<file path="src/rtl/pp_entry_fwd_multi_pkg.sv">
// pp_entry_fwd_multi: shared types and constants.
// FSM encoding, channel limit and perf counter width.
package pp_entry_fwd_pkg;

    typedef enum logic [1:0] {
        IDLE    = 2'd0,
        COLLECT = 2'd1,
        EMIT    = 2'd2,
        DONE    = 2'd3
    } state_t;

    localparam int MAX_CH = 16;
    localparam int PERF_W = 32;

    function automatic logic [PERF_W-1:0] sat_inc(
        input logic [PERF_W-1:0] v
    );
        return (&v) ? v : v + 1'b1;
    endfunction

endpackage

</file>
<file path="src/rtl/pp_entry_fwd_multi_if.sv">
// pp_entry_fwd_multi: ap_ctrl_chain control plus FIFO bus bundle.
// master = controller/FIFO side, slave = forwarding block.
interface pp_entry_fwd_multi_if #(
    parameter int NUM_CH = 2,
    parameter int DATA_W = 32
);
    logic                     ap_start;
    logic                     ap_continue;
    logic                     ap_done;
    logic                     ap_idle;
    logic                     ap_ready;
    logic                     blk_n;
    logic [NUM_CH*DATA_W-1:0] in_dout;
    logic [NUM_CH-1:0]        in_empty_n;
    logic [NUM_CH-1:0]        in_read;
    logic [NUM_CH*DATA_W-1:0] out_din;
    logic [NUM_CH-1:0]        out_full_n;
    logic [NUM_CH-1:0]        out_write;

    modport master (
        output ap_start, ap_continue,
        output in_dout, in_empty_n, out_full_n,
        input  ap_done, ap_idle, ap_ready, blk_n,
        input  in_read, out_din, out_write
    );

    modport slave (
        input  ap_start, ap_continue,
        input  in_dout, in_empty_n, out_full_n,
        output ap_done, ap_idle, ap_ready, blk_n,
        output in_read, out_din, out_write
    );
endinterface

</file>
<file path="src/rtl/pp_entry_fwd_multi_chan.sv">
// pp_entry_fwd_multi: one forwarded channel.
// Holds the popped word until its own output FIFO accepts it.
module pp_entry_fwd_chan #(
    parameter int DATA_W = 32
) (
    input  logic              ap_clk,
    input  logic              ap_rst_n,
    input  logic              clr,
    input  logic              collect,
    input  logic              emit,
    input  logic [DATA_W-1:0] din,
    input  logic              empty_n,
    input  logic              full_n,
    output logic              rd,
    output logic              wr,
    output logic [DATA_W-1:0] dout,
    output logic              got,
    output logic              sent,
    output logic              stall
);
    logic [DATA_W-1:0] hold;

    assign rd    = collect & ~got & empty_n;
    assign wr    = emit & ~sent & full_n;
    assign stall = (collect & ~got & ~empty_n)
                 | (emit & ~sent & ~full_n);
    assign dout  = hold;

    // Capture one word per transaction and remember what was sent.
    always_ff @(posedge ap_clk or negedge ap_rst_n) begin
        if (!ap_rst_n) begin
            got  <= 1'b0;
            sent <= 1'b0;
            hold <= '0;
        end else if (clr) begin
            got  <= 1'b0;
            sent <= 1'b0;
        end else begin
            if (rd) begin
                got  <= 1'b1;
                hold <= din;
            end
            if (wr) begin
                sent <= 1'b1;
            end
        end
    end
endmodule

</file>
<file path="src/rtl/pp_entry_fwd_multi.sv">
// pp_entry_fwd_multi: per-channel decoupled scalar forwarder.
// Optional PP_ENTRY_FWD_PERF_CNT_EN adds txn_cnt / stall_cnt.
module pp_entry_fwd_multi
    import pp_entry_fwd_pkg::*;
#(
    parameter int NUM_CH = 2,
    parameter int DATA_W = 32
) (
    input  logic               ap_clk,
    input  logic               ap_rst_n,
    pp_entry_fwd_multi_if.slave bus
`ifdef PP_ENTRY_FWD_PERF_CNT_EN
    ,
    output logic [PERF_W-1:0]  txn_cnt,
    output logic [PERF_W-1:0]  stall_cnt
`endif
);
    state_t            state;
    logic [NUM_CH-1:0] got;
    logic [NUM_CH-1:0] sent;
    logic [NUM_CH-1:0] rd;
    logic [NUM_CH-1:0] wr;
    logic [NUM_CH-1:0] stall;
    logic              clr;
    logic              collect;
    logic              emit;
    logic              got_all;
    logic              sent_all;
    logic              blk_n;

    assign collect  = (state == COLLECT);
    assign emit     = (state == EMIT);
    assign clr      = (state == IDLE) & bus.ap_start;
    assign got_all  = &(got | rd);
    assign sent_all = &(sent | wr);
    assign blk_n    = ~|stall;

    for (genvar g = 0; g < NUM_CH; g++) begin : g_ch
        pp_entry_fwd_chan #(
            .DATA_W (DATA_W)
        ) u_chan (
            .ap_clk   (ap_clk),
            .ap_rst_n (ap_rst_n),
            .clr      (clr),
            .collect  (collect),
            .emit     (emit),
            .din      (bus.in_dout[g*DATA_W +: DATA_W]),
            .empty_n  (bus.in_empty_n[g]),
            .full_n   (bus.out_full_n[g]),
            .rd       (rd[g]),
            .wr       (wr[g]),
            .dout     (bus.out_din[g*DATA_W +: DATA_W]),
            .got      (got[g]),
            .sent     (sent[g]),
            .stall    (stall[g])
        );
    end

    assign bus.in_read   = rd;
    assign bus.out_write = wr;
    assign bus.ap_ready  = collect & got_all;
    assign bus.ap_done   = (state == DONE);
    assign bus.ap_idle   = (state == IDLE);
    assign bus.blk_n     = blk_n;

    // Transaction sequencing: collect all, emit all, hold done.
    always_ff @(posedge ap_clk or negedge ap_rst_n) begin
        if (!ap_rst_n) begin
            state <= IDLE;
        end else begin
            unique case (state)
                IDLE:    if (bus.ap_start)    state <= COLLECT;
                COLLECT: if (got_all)         state <= EMIT;
                EMIT:    if (sent_all)        state <= DONE;
                DONE:    if (bus.ap_continue) state <= IDLE;
                default:                      state <= IDLE;
            endcase
        end
    end

`ifdef PP_ENTRY_FWD_PERF_CNT_EN
    // Saturating counts of completed transactions and stall cycles.
    always_ff @(posedge ap_clk or negedge ap_rst_n) begin
        if (!ap_rst_n) begin
            txn_cnt   <= '0;
            stall_cnt <= '0;
        end else begin
            if (state == DONE && bus.ap_continue) begin
                txn_cnt <= sat_inc(txn_cnt);
            end
            if (!blk_n) begin
                stall_cnt <= sat_inc(stall_cnt);
            end
        end
    end
`endif
endmodule
</file>
<file path="src/flat_wrapper.sv">
// flat-port wrapper written by rule: the top's interface ports become plain ports
module pp_entry_fwd_multi_flat import pp_entry_fwd_pkg::*;
#(
    parameter int NUM_CH = 2,
    parameter int DATA_W = 32
)
  (ap_clk, ap_rst_n, bus_ap_start, bus_ap_continue, bus_in_dout, bus_in_empty_n, bus_out_full_n, bus_ap_done, bus_ap_idle, bus_ap_ready, bus_blk_n, bus_in_read, bus_out_din, bus_out_write);
  pp_entry_fwd_multi_if #(.NUM_CH(NUM_CH), .DATA_W(DATA_W)) bus_i ();
  input  logic ap_clk;
  input  logic ap_rst_n;
  input wire logic [$bits(bus_i.ap_start)-1:0] bus_ap_start;
  input wire logic [$bits(bus_i.ap_continue)-1:0] bus_ap_continue;
  input wire logic [$bits(bus_i.in_dout)-1:0] bus_in_dout;
  input wire logic [$bits(bus_i.in_empty_n)-1:0] bus_in_empty_n;
  input wire logic [$bits(bus_i.out_full_n)-1:0] bus_out_full_n;
  output wire logic [$bits(bus_i.ap_done)-1:0] bus_ap_done;
  output wire logic [$bits(bus_i.ap_idle)-1:0] bus_ap_idle;
  output wire logic [$bits(bus_i.ap_ready)-1:0] bus_ap_ready;
  output wire logic [$bits(bus_i.blk_n)-1:0] bus_blk_n;
  output wire logic [$bits(bus_i.in_read)-1:0] bus_in_read;
  output wire logic [$bits(bus_i.out_din)-1:0] bus_out_din;
  output wire logic [$bits(bus_i.out_write)-1:0] bus_out_write;
  assign bus_i.ap_start = bus_ap_start;
  assign bus_i.ap_continue = bus_ap_continue;
  assign bus_i.in_dout = bus_in_dout;
  assign bus_i.in_empty_n = bus_in_empty_n;
  assign bus_i.out_full_n = bus_out_full_n;
  assign bus_ap_done = bus_i.ap_done;
  assign bus_ap_idle = bus_i.ap_idle;
  assign bus_ap_ready = bus_i.ap_ready;
  assign bus_blk_n = bus_i.blk_n;
  assign bus_in_read = bus_i.in_read;
  assign bus_out_din = bus_i.out_din;
  assign bus_out_write = bus_i.out_write;
  pp_entry_fwd_multi #(.NUM_CH(NUM_CH), .DATA_W(DATA_W)) u_core (.ap_clk(ap_clk), .ap_rst_n(ap_rst_n), .bus(bus_i));
endmodule
</file>
<file path="config.mk">
export PLATFORM = sky130hd
export DESIGN_NAME = pp_entry_fwd_multi_flat
export DESIGN_NICKNAME = d
export VERILOG_FILES = /design/src/rtl/pp_entry_fwd_multi_pkg.sv /design/src/rtl/pp_entry_fwd_multi_if.sv /design/src/rtl/pp_entry_fwd_multi_chan.sv /design/src/rtl/pp_entry_fwd_multi.sv /design/src/flat_wrapper.sv
export SDC_FILE = /design/constraint.sdc
export NUM_CORES = 1
export LEC_CHECK = 0
export CAP_MARGIN = 20
export CORE_MARGIN = 10
export CORE_UTILIZATION = 34
export CTS_CLUSTER_DIAMETER = 200
export CTS_CLUSTER_SIZE = 30
export DETAILED_ROUTE_END_ITERATION = 16
export GPL_TIMING_DRIVEN = 0
export PLACE_DENSITY = 0.7
export SYNTH_ARGS = -nofsm -noshare
export SYNTH_HDL_FRONTEND = slang
export SYNTH_SLANG_ARGS = --single-unit
</file>
<file path="constraint.sdc">
create_clock -name ap_clk -period 1.95 [get_ports ap_clk]
set_input_delay 0.39 -clock ap_clk [delete_from_list [all_inputs] [get_ports ap_clk]]
set_output_delay 0.39 -clock ap_clk [all_outputs]
set_load 0.02 [all_outputs]
</file>
==> results of run 1 <==
==> power by group <==
group / internal (W) / switching [W] / total, W
Combinational: 0.00219 / 0.00184 / 0.00403
Clock: 0.000824 / 0.000517 / 0.00134
Sequential: 0.00219 / 0.000389 / 0.00258
Total: 0.00521 / 0.00275 / 0.00796
==> cell type report <==
class	count	area, µm²	share of cell area (%)
plain buffers	10	97.59	2.095
clock inverters	3	65.06	1.396
flip-flops and latches	70	1753	37.62
repair buffers	147	1450	31.12
multi-input cells	96	978.4	21.00
well taps	105	131.4	2.820
inverters	4	15.01	0.3222
clock buffers	13	168.9	3.625
==> cell families after synthesis <==
family,Yosys count,share of synthesized area [%]
AO/OA/AOI/OAI,6,1.559
adder cells (fa/ha/maj),4,1.782
multiplexers,65,26.06
buffers and inverters,15,4.187
flip-flops,70,62.36
AND/OR/NAND/NOR,21,4.053
==> timing repair <==
action | in CTS | in global routing
pin swaps | 2 | 1
buffers inserted | 3 | 1
resized for setup | 24 | 16
endpoints found under the setup margin | 67 | 65
==> synthesized netlist by cell type, drive strengths merged <==
| cell | n | area (µm²) |
|---|---|---|
| ha | 4 | 50.05 |
| inv | 4 | 15.01 |
| and2 | 1 | 6.260 |
| a2111oi | 1 | 8.760 |
| nor2 | 12 | 45.04 |
| a22oi | 1 | 12.51 |
| nor3 | 2 | 32.53 |
| nor2b | 1 | 6.260 |
| o22ai | 2 | 12.51 |
| buf | 11 | 102.6 |
| nand2 | 4 | 15.01 |
| dfrtp | 70 | 1752 |
| mux2 | 65 | 731.9 |
| and3b | 1 | 8.760 |
| a21oi | 2 | 10.01 |
==> registers in the layout, summed over array words and instances, names as in the netlist <==
| name | flops |
|---|---|
| u_core.g_ch.u_chan.sent | 2 |
| u_core.g_ch.u_chan.dout | 64 |
| u_core.g_ch.u_chan.got | 2 |
| u_core.state | 2 |
==> final timing paths <==
| check | start | to | slack [ps] | depth (start not counted) |
|---|---|---|---|---|
| max | u_core.state[0] | bus_out_write[1] | 70 | 5 |
| min | ap_rst_n | u_core.g_ch[0].u_chan.dout[19] | 170 | 1 |
| max reg2reg | u_core.state[0] | u_core.g_ch[1].u_chan.dout[8] | 90 | 7 |
| min reg2reg | u_core.g_ch[1].u_chan.dout[30] | u_core.g_ch[1].u_chan.dout[30] | 490 | 1 |
| max in group asynchronous | ap_rst_n | u_core.state[0] | 1160 | 1 |
| min in group ap_clk | u_core.g_ch[1].u_chan.dout[30] | u_core.g_ch[1].u_chan.dout[30] | 490 | 1 |
==> per-stage QoR <==
| step | setup slack, ps | cells | setup TNS (ps) |
|---|---|---|---|
| 3_3_place_gp | -1987 | 429 | -149730 |
| 6_report | 69.13 | 448 | 0 |
| 5_1_grt | -10.79 | 448 | -23.23 |
| 3_5_place_dp | -323.2 | 429 | -11480 |
| 2_1_floorplan | 62.57 | 181 | 0 |
| 4_1_cts | -158.7 | 447 | -455.8 |
==> metal layers <==
metal  vias to the layer above  GRT usage [%]  part of all wire [%]
met3                         9          5.141                   8.7
li1                        933              -                     -
met5                         -              0                     0
met1                       975          13.15                    40
met2                        76          20.28                    50
met4                         0          4.167                   1.3
==> critical path, cell delays in order (launching register included) <==
cell,delay (ps)
dfrtp_2,440
inv_2,110
ha_4,160
and3b_2,200
buf_4,100
buf_2,150
==> flow_summary.ini, run 1 <==
[die]
die_h_um = 110.9
die_area_mm2 = 0.01230
initial_core_util_pct = 34.53
die_x_um = 110.9
core_mm2 = 0.008134
rows = 33
io_pins = 144

[synthesis]
synth_seq_cells = 70
synth.avg_cell_area_um2 = 15.52
synth_area_mm2 = 0.002809
synth.distinct_cells = 18
syn_nets = 257
ys_warn_count = 0
postSynthCellCount = 181
seq_area_frac_synth_pct = 62.36

[clock_tree]
cts-root-buf = clkbuf_8
cts_tree = built
insertion_delay_ps = 340
clk_pin_slew_ps = 70
cts.sinks = 70
cts_made_buffers = 9
cts.path.max_buffers = 2
cts_hold_buffers = 0
htree_levels = 3

[final_layout]
drive_gt1_share_pct = 32.07
mostFrequentLayoutCells = clkdlybuf4s50_1, dfrtp_1, mux2_2, clkbuf_8, nor2_1
diodes = 0
n_fill_cell = 715
fin_area_mm2 = 0.004659
nNetsFinal = 414
mostFrequentLayoutCell = clkdlybuf4s50_1
area_growth_pct = 65.88
fin_util_pct = 57.28

[global_routing]
grt_usage_pct = 12.01
grt_pass1_wl_mm = 12.05
overflow = 0
grt_max_degree = 71
antenna_found_initial = 0
grt_pass1_vias = 2205

[power_and_ir_drop]
p_total_w = 0.007960
irDropWorstVdd_uv = 699.3
power_density_mw_per_mm2 = 1708
p_leak_nw = 1.963

[critical_path]
end_kind = primary output
critical_path.max_fanout = 4
required_ps = 1560
path_class = flop to primary output
cp.arrival_ps = 1490
start_kind = flop

[placed_design]
place_area_mm2 = 0.004369
gp_congestion = 0.7122
io_buffer_count = 143
dpl.hpwl_mm = 5.673

[timing]
tightest_slew_ps = 877.8
period_minus_slack_ps = 1881
setup_viol = 0
max_freq_mhz = 531.7
skew_ps = 11.92
drv_slew = 0
hold_ws_ps = 169.2
timing.final.crit_share_pct = 96.45
timing_hold_violations_final = 0
slew_headroom_pct = 41.48

[route]
detail_route.wl_per_cell_um = 16.50
routed_wl_mm = 7.394
drt-initial-drc-count = 33
postRouteAntennaNets = 0
first_pass_iters = 4
vias = 1993
viasPerCell = 4.449
drcViolationCount = 0

[run]
drv_cap = 0

[hold_path]
hold_class = input pin to asynchronous set/reset pin

[run_status]
status = finished, final reports clean
No activity file was read; power rests on OpenSTA's default activity.
==> inputs of run 2 (changes only) <==
--- a/config.mk
+++ b/config.mk
@@ -5,7 +5,7 @@
 export SDC_FILE = /design/constraint.sdc
 export NUM_CORES = 1
 export LEC_CHECK = 0
-export CAP_MARGIN = 20
+export CAP_MARGIN = 25
 export CORE_MARGIN = 10
 export CORE_UTILIZATION = 34
 export CTS_CLUSTER_DIAMETER = 200
==> results of run 2 <==
Same layout as run 1: the final DEF is identical, and so are final timing and power.
==> inputs of run 3 (changes only) <==
--- a/config.mk
+++ b/config.mk
@@ -12,6 +12,7 @@
 export CTS_CLUSTER_SIZE = 30
 export DETAILED_ROUTE_END_ITERATION = 16
 export GPL_TIMING_DRIVEN = 0
+export MAX_ROUTING_LAYER = met4
 export PLACE_DENSITY = 0.7
 export SYNTH_ARGS = -nofsm -noshare
 export SYNTH_HDL_FRONTEND = slang
==> run 3 against run 2 <==
  * First-iteration DRC count is 12% higher
  * Total power about the same
  * Largest power group unchanged
  * Count of clock-buffer cells in the layout stayed put
  * Combinational power hardly changed
  * Flip-flop and latch count stayed put
  * Final area about the same
  * Global-route usage increased by 0.33 points
  * Non-clock buffer count unchanged
  * Critical path depth stayed put
==> flow_summary.ini, run 3 (synthesis gave the netlist of run 1 again) <==
[critical_path]
critical_path_buf_inv_count = 3
path_class = flop to primary output
cp_slowest_cell = dfrtp_2
cp.arrival_ps = 1490
worstPathCellList = inv_2 -> ha_4 -> and3b_2 -> buf_4 -> buf_2
critical_path.max_fanout = 4
cp_num_cells = 5
cp_top_family = flip-flops
cpPeakStageDelay_ps = 440
start_kind = flop
end_kind = primary output
required_ps = 1560
worstRegToRegCells = 7

[timing]
fin_tns_setup_ps = 0
setup_viol = 0
period_minus_slack_ps = 1875
tightest_slew_ps = 879.8
timing_hold_violations_final = 0
drv_slew = 0
timing.final.crit_share_pct = 96.16
max_freq_mhz = 533.3
slew_headroom_pct = 41.35
postLayoutSetupSlackWorst_ps = 74.81
skew_ps = 12.09

[die]
die_x_um = 110.9
die_h_um = 110.9
rows = 33
initial_core_util_pct = 34.53
core_mm2 = 0.008134
die_area_mm2 = 0.01230
io_pins = 144

[route]
routed_wl_mm = 7.388
postRouteAntennaNets = 0
vias = 1996
viasPerCell = 4.455
detail_route.wl_per_cell_um = 16.49
first_pass_iters = 4
drcViolationCount = 0
drt-initial-drc-count = 37

[placed_design]
gp_congestion = 0.7203
io_buffer_count = 143
dpl.hpwl_mm = 5.673
place_ws_ps = -323.2

[final_layout]
nNetsFinal = 414
mostFrequentLayoutCell = clkdlybuf4s50_1
mostFrequentLayoutCells = clkdlybuf4s50_1, dfrtp_1, mux2_2, clkbuf_8
largest_reg_flops = 64
area_growth_pct = 65.97
diodes = 0
drive_gt1_share_pct = 32.36

[hold_path]
hold_class = input pin to asynchronous set/reset pin

[clock_tree]
cts_hold_buffers = 0
cts.sinks = 70
clk_pin_slew_ps = 70
htree_levels = 3
cts-root-buf = clkbuf_8
insertion_delay_ps = 330
cts.path.max_buffers = 2
cts_made_buffers = 9
cts_tree = built

[run]
drv_cap = 0

[global_routing]
grt_pass1_wl_mm = 12.03
grt_usage_pct = 12.34
grt_pass1_vias = 2205
grt_max_degree = 71
overflow = 0
antenna_found_initial = 0

[run_status]
status = finished, final reports clean

[power_and_ir_drop]
p_total_w = 0.007961
p_leak_nw = 1.962
power_density_mw_per_mm2 = 1708
irDropWorstVdd_uv = 699.9
==> run 3: cell counts in the layout (fill, tap and decap cells not counted) <==
Identical to the previous run, type by type.
==> run 3: area by class of cell <==
| type | instances | area, µm² |
|---|---|---|
| Multi-Input combinational cell | 96 | 980.9 |
| Fill cell | 714 | 3472 |
| Tap cell | 105 | 131.4 |
| Clock inverter | 3 | 65.06 |
| Clock buffer | 13 | 168.9 |
| Timing Repair Buffer | 147 | 1450 |
| Buffer | 10 | 97.59 |
| Sequential cell | 70 | 1753 |
| Inverter | 4 | 15.01 |
==> run 3: through the flow <==
step / hold slack, ps / utilization, % / instance area, µm² / cells
after floorplan: 94.41 / - / 2809 / 181
after CTS: 206.8 / 56.91 / 4629 / 447
after detailed placement: 480.6 / 53.71 / 4369 / 429
after global placement: 466.1 / 53.75 / 4372 / 429
after global routing: 232.8 / 57.31 / 4662 / 448
final: 172.6 / 57.31 / 4662 / 448
==> run 3: path summary, 6_finish.rpt <==
check                                                from                             end  slack [ps]
setup / recovery                          u_core.state[0]                bus_out_write[1]          70
hold / removal                                   ap_rst_n  u_core.g_ch[0].u_chan.dout[19]         170
setup reg to reg                          u_core.state[0]   u_core.g_ch[1].u_chan.dout[8]          90
hold reg to reg            u_core.g_ch[1].u_chan.dout[30]  u_core.g_ch[1].u_chan.dout[30]         490
max in group asynchronous                        ap_rst_n                 u_core.state[0]        1160
min in group ap_clk        u_core.g_ch[1].u_chan.dout[30]  u_core.g_ch[1].u_chan.dout[30]         490
==> run 3: per-layer routing <==
layer  routed length (µm)  vias to the layer above  global-route usage, %  part of all wire, %
met4                   73                        0                  4.167                 0.99
li1                     -                      933                      -                    -
met3                  460                        7                  3.734                  6.2
met5                    0                        -                      -                    0
met2                 3736                       74                  20.36                   51
met1                 3118                      982                  13.93                   42
==> run 3: timing repair <==
action / CTS / global route
hold endpoints to repair: 0 / 0
resized for setup: 24 / 17
setup buffers: 3 / 1
pin swaps: 2 / 1
endpoints found under the setup margin: 67 / 65
==> run 3: power breakdown <==
group	switching [W]	internal (W)	total, W
Sequential	0.000392	0.00219	0.00259
Combinational	0.00184	0.00219	0.00403
Clock	0.000515	0.000824	0.00134
Total	0.00275	0.00521	0.00796
